<file path="src/rtl/control_ajuste_botones_if.sv">
// rtl/control_ajuste_botones_if.sv - raw button/switch inputs and counter-control outputs
interface control_ajuste_botones_if;
  logic       btn_up;
  logic       btn_down;
  logic       btn_left;
  logic       btn_right;
  logic       btn_formato;
  logic       sw_config;
  logic       enUP;
  logic       enDOWN;
  logic [3:0] en_count;
  logic       formato_hora;

  modport master (
    output btn_up, btn_down, btn_left, btn_right, btn_formato, sw_config,
    input  enUP, enDOWN, en_count, formato_hora
  );

  modport slave (
    input  btn_up, btn_down, btn_left, btn_right, btn_formato, sw_config,
    output enUP, enDOWN, en_count, formato_hora
  );
endinterface

</file>
<file path="src/rtl/control_ajuste_botones.sv">
// rtl/control_ajuste_botones.sv - button conditioning and field-select FSM for the time-setting path
module control_ajuste_botones #(
  parameter int DEBOUNCE_CYCLES = 2000000
) (
  input  logic                      clk,
  input  logic                      reset,
  control_ajuste_botones_if.slave   bus
);

  localparam int CW = $clog2(DEBOUNCE_CYCLES + 1);
  localparam logic [CW-1:0] CNT_LAST = CW'(DEBOUNCE_CYCLES - 1);
  localparam int UP = 0;
  localparam int DN = 1;
  localparam int LF = 2;
  localparam int RT = 3;
  localparam int FM = 4;
  localparam int SW = 5;

  typedef enum logic [1:0] {IDLE = 2'd0, SEG = 2'd1, MIN = 2'd2, HOR = 2'd3} state_t;

  logic [5:0]    raw;
  logic [5:0]    sync1_q, sync2_q, prev_q;
  logic [5:0]    db_q, db_d;
  logic [CW-1:0] cnt_q [6];
  logic [CW-1:0] cnt_d [6];
  logic [2:0]    edge_prev_q;
  logic          tick_l, tick_r, tick_f;

  state_t        state_q, state_d;
  logic          enup_q, endown_q, fmt_q;
  logic [3:0]    en_count_q;

  assign raw = {bus.sw_config, bus.btn_formato, bus.btn_right,
                bus.btn_left, bus.btn_down, bus.btn_up};

  // Count only while the synchronized level disagrees with the debounced one and holds still.
  always_comb begin
    db_d = db_q;
    for (int c = 0; c < 6; c++) begin
      cnt_d[c] = '0;
      if ((sync2_q[c] != db_q[c]) && (sync2_q[c] == prev_q[c])) begin
        if (cnt_q[c] == CNT_LAST) db_d[c] = sync2_q[c];
        else                      cnt_d[c] = cnt_q[c] + CW'(1);
      end
    end
  end

  always_ff @(posedge clk or posedge reset) begin
    if (reset) begin
      sync1_q     <= '0;
      sync2_q     <= '0;
      prev_q      <= '0;
      db_q        <= '0;
      edge_prev_q <= '0;
      for (int c = 0; c < 6; c++) cnt_q[c] <= '0;
    end else begin
      sync1_q     <= raw;
      sync2_q     <= sync1_q;
      prev_q      <= sync2_q;
      db_q        <= db_d;
      edge_prev_q <= db_q[FM:LF];
      for (int c = 0; c < 6; c++) cnt_q[c] <= cnt_d[c];
    end
  end

  assign tick_l = db_q[LF] & ~edge_prev_q[0];
  assign tick_r = db_q[RT] & ~edge_prev_q[1];
  assign tick_f = db_q[FM] & ~edge_prev_q[2];

  always_comb begin
    state_d = state_q;
    if (!db_q[SW]) begin
      state_d = IDLE;
    end else begin
      case (state_q)
        IDLE: state_d = SEG;
        SEG: begin
          if (tick_r && !tick_l)      state_d = MIN;
          else if (tick_l && !tick_r) state_d = HOR;
        end
        MIN: begin
          if (tick_r && !tick_l)      state_d = HOR;
          else if (tick_l && !tick_r) state_d = SEG;
        end
        HOR: begin
          if (tick_r && !tick_l)      state_d = SEG;
          else if (tick_l && !tick_r) state_d = MIN;
        end
        default: state_d = IDLE;
      endcase
    end
  end

  // Enables look at the next state so leaving adjustment drops them with en_count.
  always_ff @(posedge clk or posedge reset) begin
    if (reset) begin
      state_q    <= IDLE;
      en_count_q <= '0;
      enup_q     <= 1'b0;
      endown_q   <= 1'b0;
      fmt_q      <= 1'b0;
    end else begin
      state_q    <= state_d;
      en_count_q <= {2'b00, state_d};
      enup_q     <= db_q[UP] & ~db_q[DN] & (state_d != IDLE);
      endown_q   <= db_q[DN] & ~db_q[UP] & (state_d != IDLE);
      fmt_q      <= fmt_q ^ tick_f;
    end
  end

  assign bus.enUP         = enup_q;
  assign bus.enDOWN       = endown_q;
  assign bus.en_count     = en_count_q;
  assign bus.formato_hora = fmt_q;

endmodule
</file>
<file path="src/flat_wrapper.sv">
// flat-port wrapper written by rule: the top's interface ports become plain ports
module control_ajuste_botones_flat 
#(
  parameter int DEBOUNCE_CYCLES = 2000000
)
  (clk, reset, bus_btn_up, bus_btn_down, bus_btn_left, bus_btn_right, bus_btn_formato, bus_sw_config, bus_enUP, bus_enDOWN, bus_en_count, bus_formato_hora);
  control_ajuste_botones_if bus_i ();
  input  logic clk;
  input  logic reset;
  input wire logic [$bits(bus_i.btn_up)-1:0] bus_btn_up;
  input wire logic [$bits(bus_i.btn_down)-1:0] bus_btn_down;
  input wire logic [$bits(bus_i.btn_left)-1:0] bus_btn_left;
  input wire logic [$bits(bus_i.btn_right)-1:0] bus_btn_right;
  input wire logic [$bits(bus_i.btn_formato)-1:0] bus_btn_formato;
  input wire logic [$bits(bus_i.sw_config)-1:0] bus_sw_config;
  output wire logic [$bits(bus_i.enUP)-1:0] bus_enUP;
  output wire logic [$bits(bus_i.enDOWN)-1:0] bus_enDOWN;
  output wire logic [$bits(bus_i.en_count)-1:0] bus_en_count;
  output wire logic [$bits(bus_i.formato_hora)-1:0] bus_formato_hora;
  assign bus_i.btn_up = bus_btn_up;
  assign bus_i.btn_down = bus_btn_down;
  assign bus_i.btn_left = bus_btn_left;
  assign bus_i.btn_right = bus_btn_right;
  assign bus_i.btn_formato = bus_btn_formato;
  assign bus_i.sw_config = bus_sw_config;
  assign bus_enUP = bus_i.enUP;
  assign bus_enDOWN = bus_i.enDOWN;
  assign bus_en_count = bus_i.en_count;
  assign bus_formato_hora = bus_i.formato_hora;
  control_ajuste_botones #(.DEBOUNCE_CYCLES(DEBOUNCE_CYCLES)) u_core (.clk(clk), .reset(reset), .bus(bus_i));
endmodule
</file>
<file path="config.mk">
export PLATFORM = sky130hd
export DESIGN_NAME = control_ajuste_botones_flat
export DESIGN_NICKNAME = d
export VERILOG_FILES = /design/src/rtl/control_ajuste_botones_if.sv /design/src/rtl/control_ajuste_botones.sv /design/src/flat_wrapper.sv
export SDC_FILE = /design/constraint.sdc
export NUM_CORES = 1
export LEC_CHECK = 0
export ABC_AREA = 1
export BUFFER_PORTS_ARGS = -buffer_cell sky130_fd_sc_hd__buf_2
export CORE_MARGIN = 10
export CORE_UTILIZATION = 45
export CTS_CLUSTER_SIZE = 28
export DETAILED_ROUTE_END_ITERATION = 16
export GPL_TIMING_DRIVEN = 0
export PLACE_DENSITY = 0.61
export SLEW_MARGIN = 30
export SYNTH_ARGS = -nofsm -noshare
export SYNTH_HDL_FRONTEND = slang
export SYNTH_SLANG_ARGS = --single-unit
</file>
<file path="constraint.sdc">
create_clock -name clk -period 5.21 [get_ports clk]
set_input_delay 1.042 -clock clk [delete_from_list [all_inputs] [get_ports clk]]
set_output_delay 1.042 -clock clk [all_outputs]
set_load 0.02 [all_outputs]
</file>
# --- Word level (Yosys, flattened, before mapping) ---
# Cells that the tools add are included.
totals:
  output_inout_bits: 7
  input_bits: 8
  elab_cells: 98
  ff_bits: 158
classes:
  add_sub_neg: 6
  n_eq_ne: 21
  n_reduce_logical: 18
  n_bitwise: 13
  muxes: 20
op_table:
  columns: ["operator", "count"]
  rows:
  - ["$mux 21", 12]
  - ["$add 21x1->21 const B", 6]
  - ["$eq 21x21->1 const B", 6]
  - ["$mux 2", 7]
  - ["$reduce_and 2->1", 6]
  - ["$logic_and 1x1->1", 8]
  - ["$pmux 2 s4", 1]
  - ["$and 1x1->1", 7]
  - ["$eq 1x1->1", 6]
  - ["$ne 1x1->1", 6]
  - ["$not 1->1", 5]
  - ["$eq 2x2->1 const B", 2]
  - ["$eq 2x1->1 const B", 1]
  - ["$logic_not 1->1", 2]
  - ["$logic_not 2->1", 1]
  - ["$reduce_bool 2->1", 1]
  - ["$xor 1x1->1", 1]

# --- Longest topological paths before layout ---
# Gate-level depths: netlist (run 1).
logic_depth:
  ltp_word: 10
  ltp_mapped: 10
  depth_no_buf: 10

# --- Least setup slack after synthesis (run 1) ---
# OpenSTA, ideal clock, no wires.
synth_timing:
  path_type: "reg2out"
  start: "reg u_core.en_count_q[0], in the netlist u_core.bus.en_count[0]"
  end: "out bus_en_count[0]"
  required_ps: 4168
  stages_incl_launch_ff: 1
  t_arrival_ps: 448
  n_path_buf: 0
  setup_slack_ps: 3720
  path_cell_list: "dfrtp_1"
synth_rtl:
  columns: ["element", "line", "text"]
  rows:
  - ["start: declaration", "control_ajuste_botones.sv:31", "logic [3:0] en_count_q;"]
  - ["start signal: assignment", "control_ajuste_botones.sv:104", "en_count_q <= {2'b00, state_d};"]
  - ["end: declaration", "flat_wrapper.sv:18", "output wire logic [$bits(bus_i.en_count)-1:0] bus_en_count;"]
# No word-level cell between the ends.

# --- Worst setup path after layout (run 1) ---
layout_timing:
  start: "reg u_core.en_count_q[0], in the netlist u_core.bus.en_count[0]"
  end: "out bus_en_count[0]"
# No word-level cell between the ends.

==> summary.md, run 1 <==
| Metric | Value |
|---|---|
| Final wirelength | 16.5 mm |
| Register area share after synthesis | a little under half |
| Number of synthesized register bits | 158 |
| Die width | 156 um |
| Die ar. | approximately 0.024 mm2 |
| Hold Vio Cnt, Final | 0 |
| Main area contributors after synthesis | dfrtp_1 47%, nor2_1 12%, nand2_1 11% |
| All-layer global routing usage | between 10 and 15% |
| Syn Std Cell Area | 0.00838 mm2 |
| Pwr dens | 262 mW/mm2 |
| HP Class | reg -> reg |
| CP startpoint kind | flop |
| Initial Util | a little under half |
| Pwr Total | 2460 uW |
| Largest net degree at the start of global routing | 29 |
| Core area | 0.0181 mm2 |
| Clk_skew | 0.00639 ns |
| HPWL after DPL | 12.2 mm |
| First-pass GRT wire length | approximately 29 mm |
| Syn. warnings | 0 |
| Sink Count | 158 |
| DRC violations left | 0 |
| DRT antenna net count | 0 |
| Outcome | finished clean |
| # resized after CTS | 0 |
| Initial antenna violation count | 0 |
| Worst R2R End | u_core.cnt_q[26]$_DFF_PP0_ |
| Leak pwr | 0.00407 uW |
| Diodes inserted | 0 |
| DR vias | roughly 6600 |
| RSZ-0062 raised after global routing | no |
| Die height | between 150 and 200 um |
| Peak Freq | just under 0.5 GHz |
| Drt pass-1 iters | 5 |
| Critical Path Stages | 1 |
| Crit path largest cell delay | 0.40 ns |
| Deepest clock path buffer count | 2 |
| Post-Synth Adder-Cell Area | 0.896% |
| Max IR drop VDD | 0.228 mV |
| Fin util | slightly above 50% |
| Buffers added on ports | 12 |
| Setup Fix Bufs, Post-CTS | 0 |
| Register-to-register setup slack | approximately 3.6 ns |
| Gp weighted congestion | around 0.89 |
| Crit-path leading delay family | flip-flops |
| Most frequent cells in the layout | 272 x nor2_1, 237 x nand2_1, 158 x dfrtp_1 |
| Cell count after synthesis | approximately 1100 |
| CTS H-tree lvls | 4 |
| Area Growth Syn to Fin | 12.1% |
| Iteration-0 DRC Markers | 346 |
| CTS tree | yes |
| Post-layout minimum cycle time | 2.03 ns |
| Worst R2R Start | u_core.cnt_q[21]$_DFF_PP0_ |
| Worst skew pair latency | 0.42 ns |
| CP arrival | 0.99 ns |
| CP Capture Type | output port |
| Leading area contributor after synthesis | dfrtp_1 |
| # setup viols final | 0 |
| Post-DR vias/cell | between 4 and 5 |
| Slew Viols, Final | 0 |
| Post-route clock period utilization | 39.0% |
| Share of the synthesized area in the top cell type | between 40% and 50% |
| Setup TNS | 0 ns |
| Nets | 1145 |
| Most common cell after layout, fill and taps aside | nor2_1 |
| Worst Setup EP | bus_en_count[0] |
| Clock-pin slew on the worst setup and hold paths | 0.06 ns |
| Top fanout value on the critical path | 4 |
| Slew headroom | 61.6% |
| R2R depth | 8 |
| Clock root buffer | clkbuf_16 |
| Remaining Overflow, GRT | 0 |
| Buffers & Inverters on Critical Path | 1 |
| Worst path cell trace | buf_2 |
| Worst Tran Pin Value | 0.575 ns |
| # IOs | 15 |
| Worst Setup SP | u_core.bus.en_count[0]$_DFF_PP0_ |
| CP Class | reg -> out |
| CP required | 4.17 ns |
| Layout cell share with drive strength beyond 1 | ~11% |
| Site row count | 49 |
| Syn Area/Cell | 7.67 um2 |
| Max cap viols | 0 |
| Post-synthesis mux area share | 0% |
| Post-Synth Simple-Gate Area | a little under two fifths |
| Wirelength per Cell | approximately 12 um |
| CTS buffer count | 17 |
| Xor and xnor area share after synthesis | 5.54% |
| Post-synthesis compound-gate area fraction | 2.97% |
| Vias in the first global route | between 6000 and 7000 |
| Slowest cell on crit path | dfrtp_1 |
| Main combinational cell family by area after synthesis | simple AND/OR/NAND/NOR gates |
| Hold Buf Count CTS | 0 |
| Count of cell types in the netlist | 32 |
## flip-flops by register name, summed over array words and instances (netlist names)
signal and count:
u_core.bus.en_count 2, u_core.cnt_q 126, u_core.sync2_q 6, u_core.edge_prev_q 3, u_core.bus.formato_hora 1, u_core.prev_q 6, u_core.bus.enDOWN 1, u_core.sync1_q 6
u_core.bus.enUP 1, u_core.db_q 6
## cell type report
| type | instances | area [um2] |
|---|---|---|
| Sequential cell | 158 | 3950 |
| Clock inverter | 13 | 91.3 |
| Buffer | 6 | 31.3 |
| Inverter | 129 | 488 |
| Multi-Input combinational cell | 801 | 3910 |
| Timing Repair Buffer | 18 | 203 |
| Tap cell | 229 | 287 |
| Clock buffer | 18 | 429 |
| Fill cell | 1743 | 8750 |
## cells in the mapped netlist (all sizes together)
cell type / number
nor2: 304
nand2: 262
dfrtp: 158
inv: 129
nand3: 70
xor2: 34
nor3: 28
a21oi: 27
xnor2: 19
nand4: 16
o21ai: 10
nand3b: 8
ha: 6
nor3b: 6
o21bai: 4
a21o: 3
buf: 3
clkbuf: 3
and2: 1
conb: 1
o21a: 1
## per-stage QoR
step                instances  cell area, um2  worst slack [ns]  hold slack (ns)
global placement         1335            8730              1.11            0.333
global route             1372            9400              3.12            0.359
detailed placement       1341            8870              3.20            0.339
floorplan                1094            8390              2.17            0.331
CTS                      1372            9400              3.16            0.354
finish                   1372            9400              3.18            0.350
## metal layers
metal,GRT usage [%],part of all wire [%]
met1,19.4,51
met2,21.8,45
met3,3.78,3.8
met4,3.73,0.84
met5,0,0
## how the worst min path moves through the flow
stage                                startpoint  cells after the start                           to
finish              u_core.sync1_q[3]$_DFF_PP0_                      0  u_core.sync2_q[3]$_DFF_PP0_
global route        u_core.sync1_q[3]$_DFF_PP0_                      0  u_core.sync2_q[3]$_DFF_PP0_
CTS                 u_core.sync1_q[3]$_DFF_PP0_                      0  u_core.sync2_q[3]$_DFF_PP0_
detailed placement  u_core.sync1_q[3]$_DFF_PP0_                      0  u_core.sync2_q[3]$_DFF_PP0_
global placement    u_core.sync1_q[4]$_DFF_PP0_                      0  u_core.sync2_q[4]$_DFF_PP0_
floorplan           u_core.sync1_q[0]$_DFF_PP0_                      0  u_core.sync2_q[0]$_DFF_PP0_
## power by group
part | internal [uW] | total [uW] | switching [uW]
registers | 1240 | 1250 | 10.2
clock network | 607 | 1120 | 510
logic | 29.0 | 92.8 | 63.8
## cells by family (layout without fill, tap and decap cells)
kind of cell / count (synthesis) / count (layout)
AOI/OAI and AO/OA: 45 / 45
xor gates and xnor gates: 53 / 53
adders and majority gates: 6 / 6
buffers and inverters: 135 / 184
DFF: 158 / 158
other: 1 / 2
and+or+nand+nor: 695 / 695
## worst reg2reg max path: stages (launching register included)
cell and delay [ns]:
dfrtp_1 0.37, ha_1 0.17, nand2_1 0.11, nor2_4 0.19, inv_2 0.05, nor2_2 0.13, nand3_2 0.18, nand2_2 0.19
nor2_1 0.07
Power figures use the tool's default switching activity.
==> run 2: changes to the inputs <==
--- a/config.mk
+++ b/config.mk
@@ -12,7 +12,7 @@
 export CTS_CLUSTER_SIZE = 28
 export DETAILED_ROUTE_END_ITERATION = 16
 export GPL_TIMING_DRIVEN = 0
-export PLACE_DENSITY = 0.61
+export PLACE_DENSITY = 0.58
 export SLEW_MARGIN = 30
 export SYNTH_ARGS = -nofsm -noshare
 export SYNTH_HDL_FRONTEND = slang
==> constraint.sdc (replaced) <==
create_clock -name clk -period 2 [get_ports clk]
set_input_delay 0.4 -clock clk [delete_from_list [all_inputs] [get_ports clk]]
set_output_delay 0.4 -clock clk [all_outputs]
set_load 0.02 [all_outputs]
==> run 2 against run 1 <==
Worst setup slack worse by 2.8 ns. First-iteration DRC count decreased by 23%. Count of clock-buffer cells in the layout rose by 2. Design area grew 1.4%. Clock skew grew 0.0022 ns. Core utilization rose by 0.72 points. Cell count up 0.15%. Critical path depth rose by 9. Worst hold slack lost 0.27 ns. Sequential share of layout area down 0.58 points. Largest cell class unchanged. Flip-flop and latch count unchanged.
==> summary.md, run 2 (synthesis results as in run 1) <==
| Metric | Value |
|---|---|
| Outcome | finished clean |
| Filler cell count | 1733 |
| Most used cell, CP | nand2_1 |
| Post-route clock period utilization | around four fifths |
| Worst Setup EP | u_core.cnt_q[7]$_DFF_PP0_ |
| Max FFs per register | 126 |
| Post-DP Area | just under 0.009 mm2 |
| Clk_skew | roughly 0.0085 ns |
| GRT busiest layer | met2 |
| CTS tree | yes |
| Nets | approximately 1100 |
| First-pass GRT wire length | 29.6 mm |
| Met3 GRT Util | 3.26% |
| CTS H-tree lvls | 4 |
| Max IR drop VDD | 0.733 mV |
| CP Capture Type | flop |
| Vias in the first global route | 6346 |
| Die height | 156 um |
| Area Growth Syn to Fin | 13.7% |
| Dpl cells | between 1000 and 1500 |
| DRT antenna net count | 0 |
| DRC violations left | 0 |
| Iteration-0 DRC Markers | 267 |
| CP startpoint kind | flop |
| Worst Setup SP | u_core.cnt_q[0]$_DFF_PP0_ |
| Layout cell share with drive strength beyond 1 | 11.5% |
| Core area | 0.0181 mm2 |
| Worst path cell trace | ha_1, nand2_1, inv_1, nand2_1, nor2_1, nand3_1, nand2_2, inv_2, nand2_1, nor2_1 |
| Worst R2R Start | u_core.cnt_q[0]$_DFF_PP0_ |
| Most frequent cells in the layout | 272 x nor2_1, 237 x nand2_1, 158 x dfrtp_1 |
| CP arrival | ~1.9 ns |
| Fin area | about 0.0095 mm2 |
| All-layer global routing usage | 14.6% |
| Pwr Total | 7040 uW |
| CP Class | reg -> reg |
| Fin util | 52.5% |
| Hold Vio Cnt, Final | 0 |
| Gp weighted congestion | 0.844 |
| Grt met2 use | 23.5% |
| Crit-path leading delay family | simple AND/OR/NAND/NOR gates |
| Critical Path Stages | 10 |
| Diodes inserted | 0 |
| Hold Path Stages | 1 |
| Max cap viols | 0 |
| Remaining Overflow, GRT | 0 |
| Worst Tran Pin Value | between 0.5 and 0.6 ns |
| Die width | 156 um |
| Slew Viols, Final | 0 |
| Pwr dens | roughly 740 mW/mm2 |
| Wirelength per Cell | 12.0 um |
| Largest net degree at the start of global routing | 30 |
| HP Class | in -> reg |
| Post-DR vias/cell | 4.72 |
| Setup Fix Bufs, Post-CTS | 0 |
| Drt pass-1 iters | 4 |
| Worst R2R End | u_core.cnt_q[7]$_DFF_PP0_ |
| GRT met1 Usage | a little under a fifth |
| Register name with the most flops | u_core.cnt_q |
| Top fanout value on the critical path | 7 |
| Worst skew pair latency | 0.43 ns |
| Initial Util | 46.2% |
| Deepest clock path buffer count | 2 |
| CTS buffer count | 17 |
| Most common cell after layout, fill and taps aside | nor2_1 |
| Die ar. | 0.0245 mm2 |
| Peak Freq | 0.622 GHz |
| Slew headroom | between 60% and 70% |
| Site row count | 49 |
| # setup viols final | 0 |
| CP required | 2.31 ns |
| # IOs | 15 |
| Buffers added on ports | 12 |
| Clock root buffer | clkbuf_16 |
| HPWL after DPL | 12.1 mm |
| Final wirelength | 16.5 mm |
| Leak pwr | 0.00413 uW |
| Register-to-register setup slack | between 0.3 and 0.4 ns |
| Buffers & Inverters on Critical Path | 2 |
| Min Hold Slack | 0.0794 ns |
| Crit path largest cell delay | 0.39 ns |
| Clock-pin slew on the worst setup and hold paths | 0.06 ns |
| Initial antenna violation count | 0 |
| Post-Layout Cell Count | 1374 |
| Sink Count | 158 |
| Slowest cell on crit path | dfrtp_1 |
| R2R depth | 10 |
| Post-layout minimum cycle time | 1.61 ns |
| RSZ-0062 raised after global routing | no |
| DR vias | 6489 |
## run 2: final cells by class
cell class                 count  area, um2  share of cell area [%]
buffer                         6       31.3                   0.328
inverter                     129        488                    5.12
multi-input combinational    801       3910                    41.1
tap                          229        287                    3.01
timing repair buffer          19        205                    2.15
clock inverter                12        183                    1.92
clock buffer                  20        467                    4.90
sequential                   158       3950                    41.5
## run 2: worst min path at each step
stage                                start                     endpoint  slack (ns)
6_report                     bus_btn_right  u_core.sync1_q[3]$_DFF_PP0_        0.08
5_1_grt                    bus_btn_formato  u_core.sync1_q[4]$_DFF_PP0_        0.05
4_1_cts                    bus_btn_formato  u_core.sync1_q[4]$_DFF_PP0_        0.06
3_5_place_dp   u_core.sync1_q[0]$_DFF_PP0_  u_core.sync2_q[0]$_DFF_PP0_        0.33
3_3_place_gp   u_core.sync1_q[2]$_DFF_PP0_  u_core.sync2_q[2]$_DFF_PP0_        0.33
2_1_floorplan  u_core.sync1_q[0]$_DFF_PP0_  u_core.sync2_q[0]$_DFF_PP0_        0.33
## run 2: routing by layer
| layer | share of wire (%) | up-vias |
|---|---|---|
| met5 | 0 | - |
| met4 | 1.0 | 0 |
| met3 | 2.9 | 13 |
| met2 | 47 | 58 |
| met1 | 50 | 2937 |
| li1 | - | 3481 |
## run 2: per-stage QoR
stage / setup WS [ns] / TNS [ns]
after detailed placement: 0.412 / 0
after CTS: 0.373 / 0
after global placement: -1.46 / -229.82
final: 0.393 / 0
after floorplan: -0.401 / -63.34
after global routing: 0.227 / 0
## run 2: worst reg2reg max path, delay by kind of cell (launching register included)
kind / cells / cell delay (ns)
and+or+nand+nor: 7 / 0.74
DFF: 1 / 0.39
buffers and inverters: 2 / 0.19
adders and majority gates: 1 / 0.18
## run 2: timing repair
item	in CTS	in global routing
resized for setup	0	0
hold buffers	1	0
hold endpoints to repair	6	0
## run 2: power breakdown
group	switching, uW	internal [uW]	total (uW)
registers	27.3	3240	3260
clock network	1340	2200	3530
logic	167	75.3	242
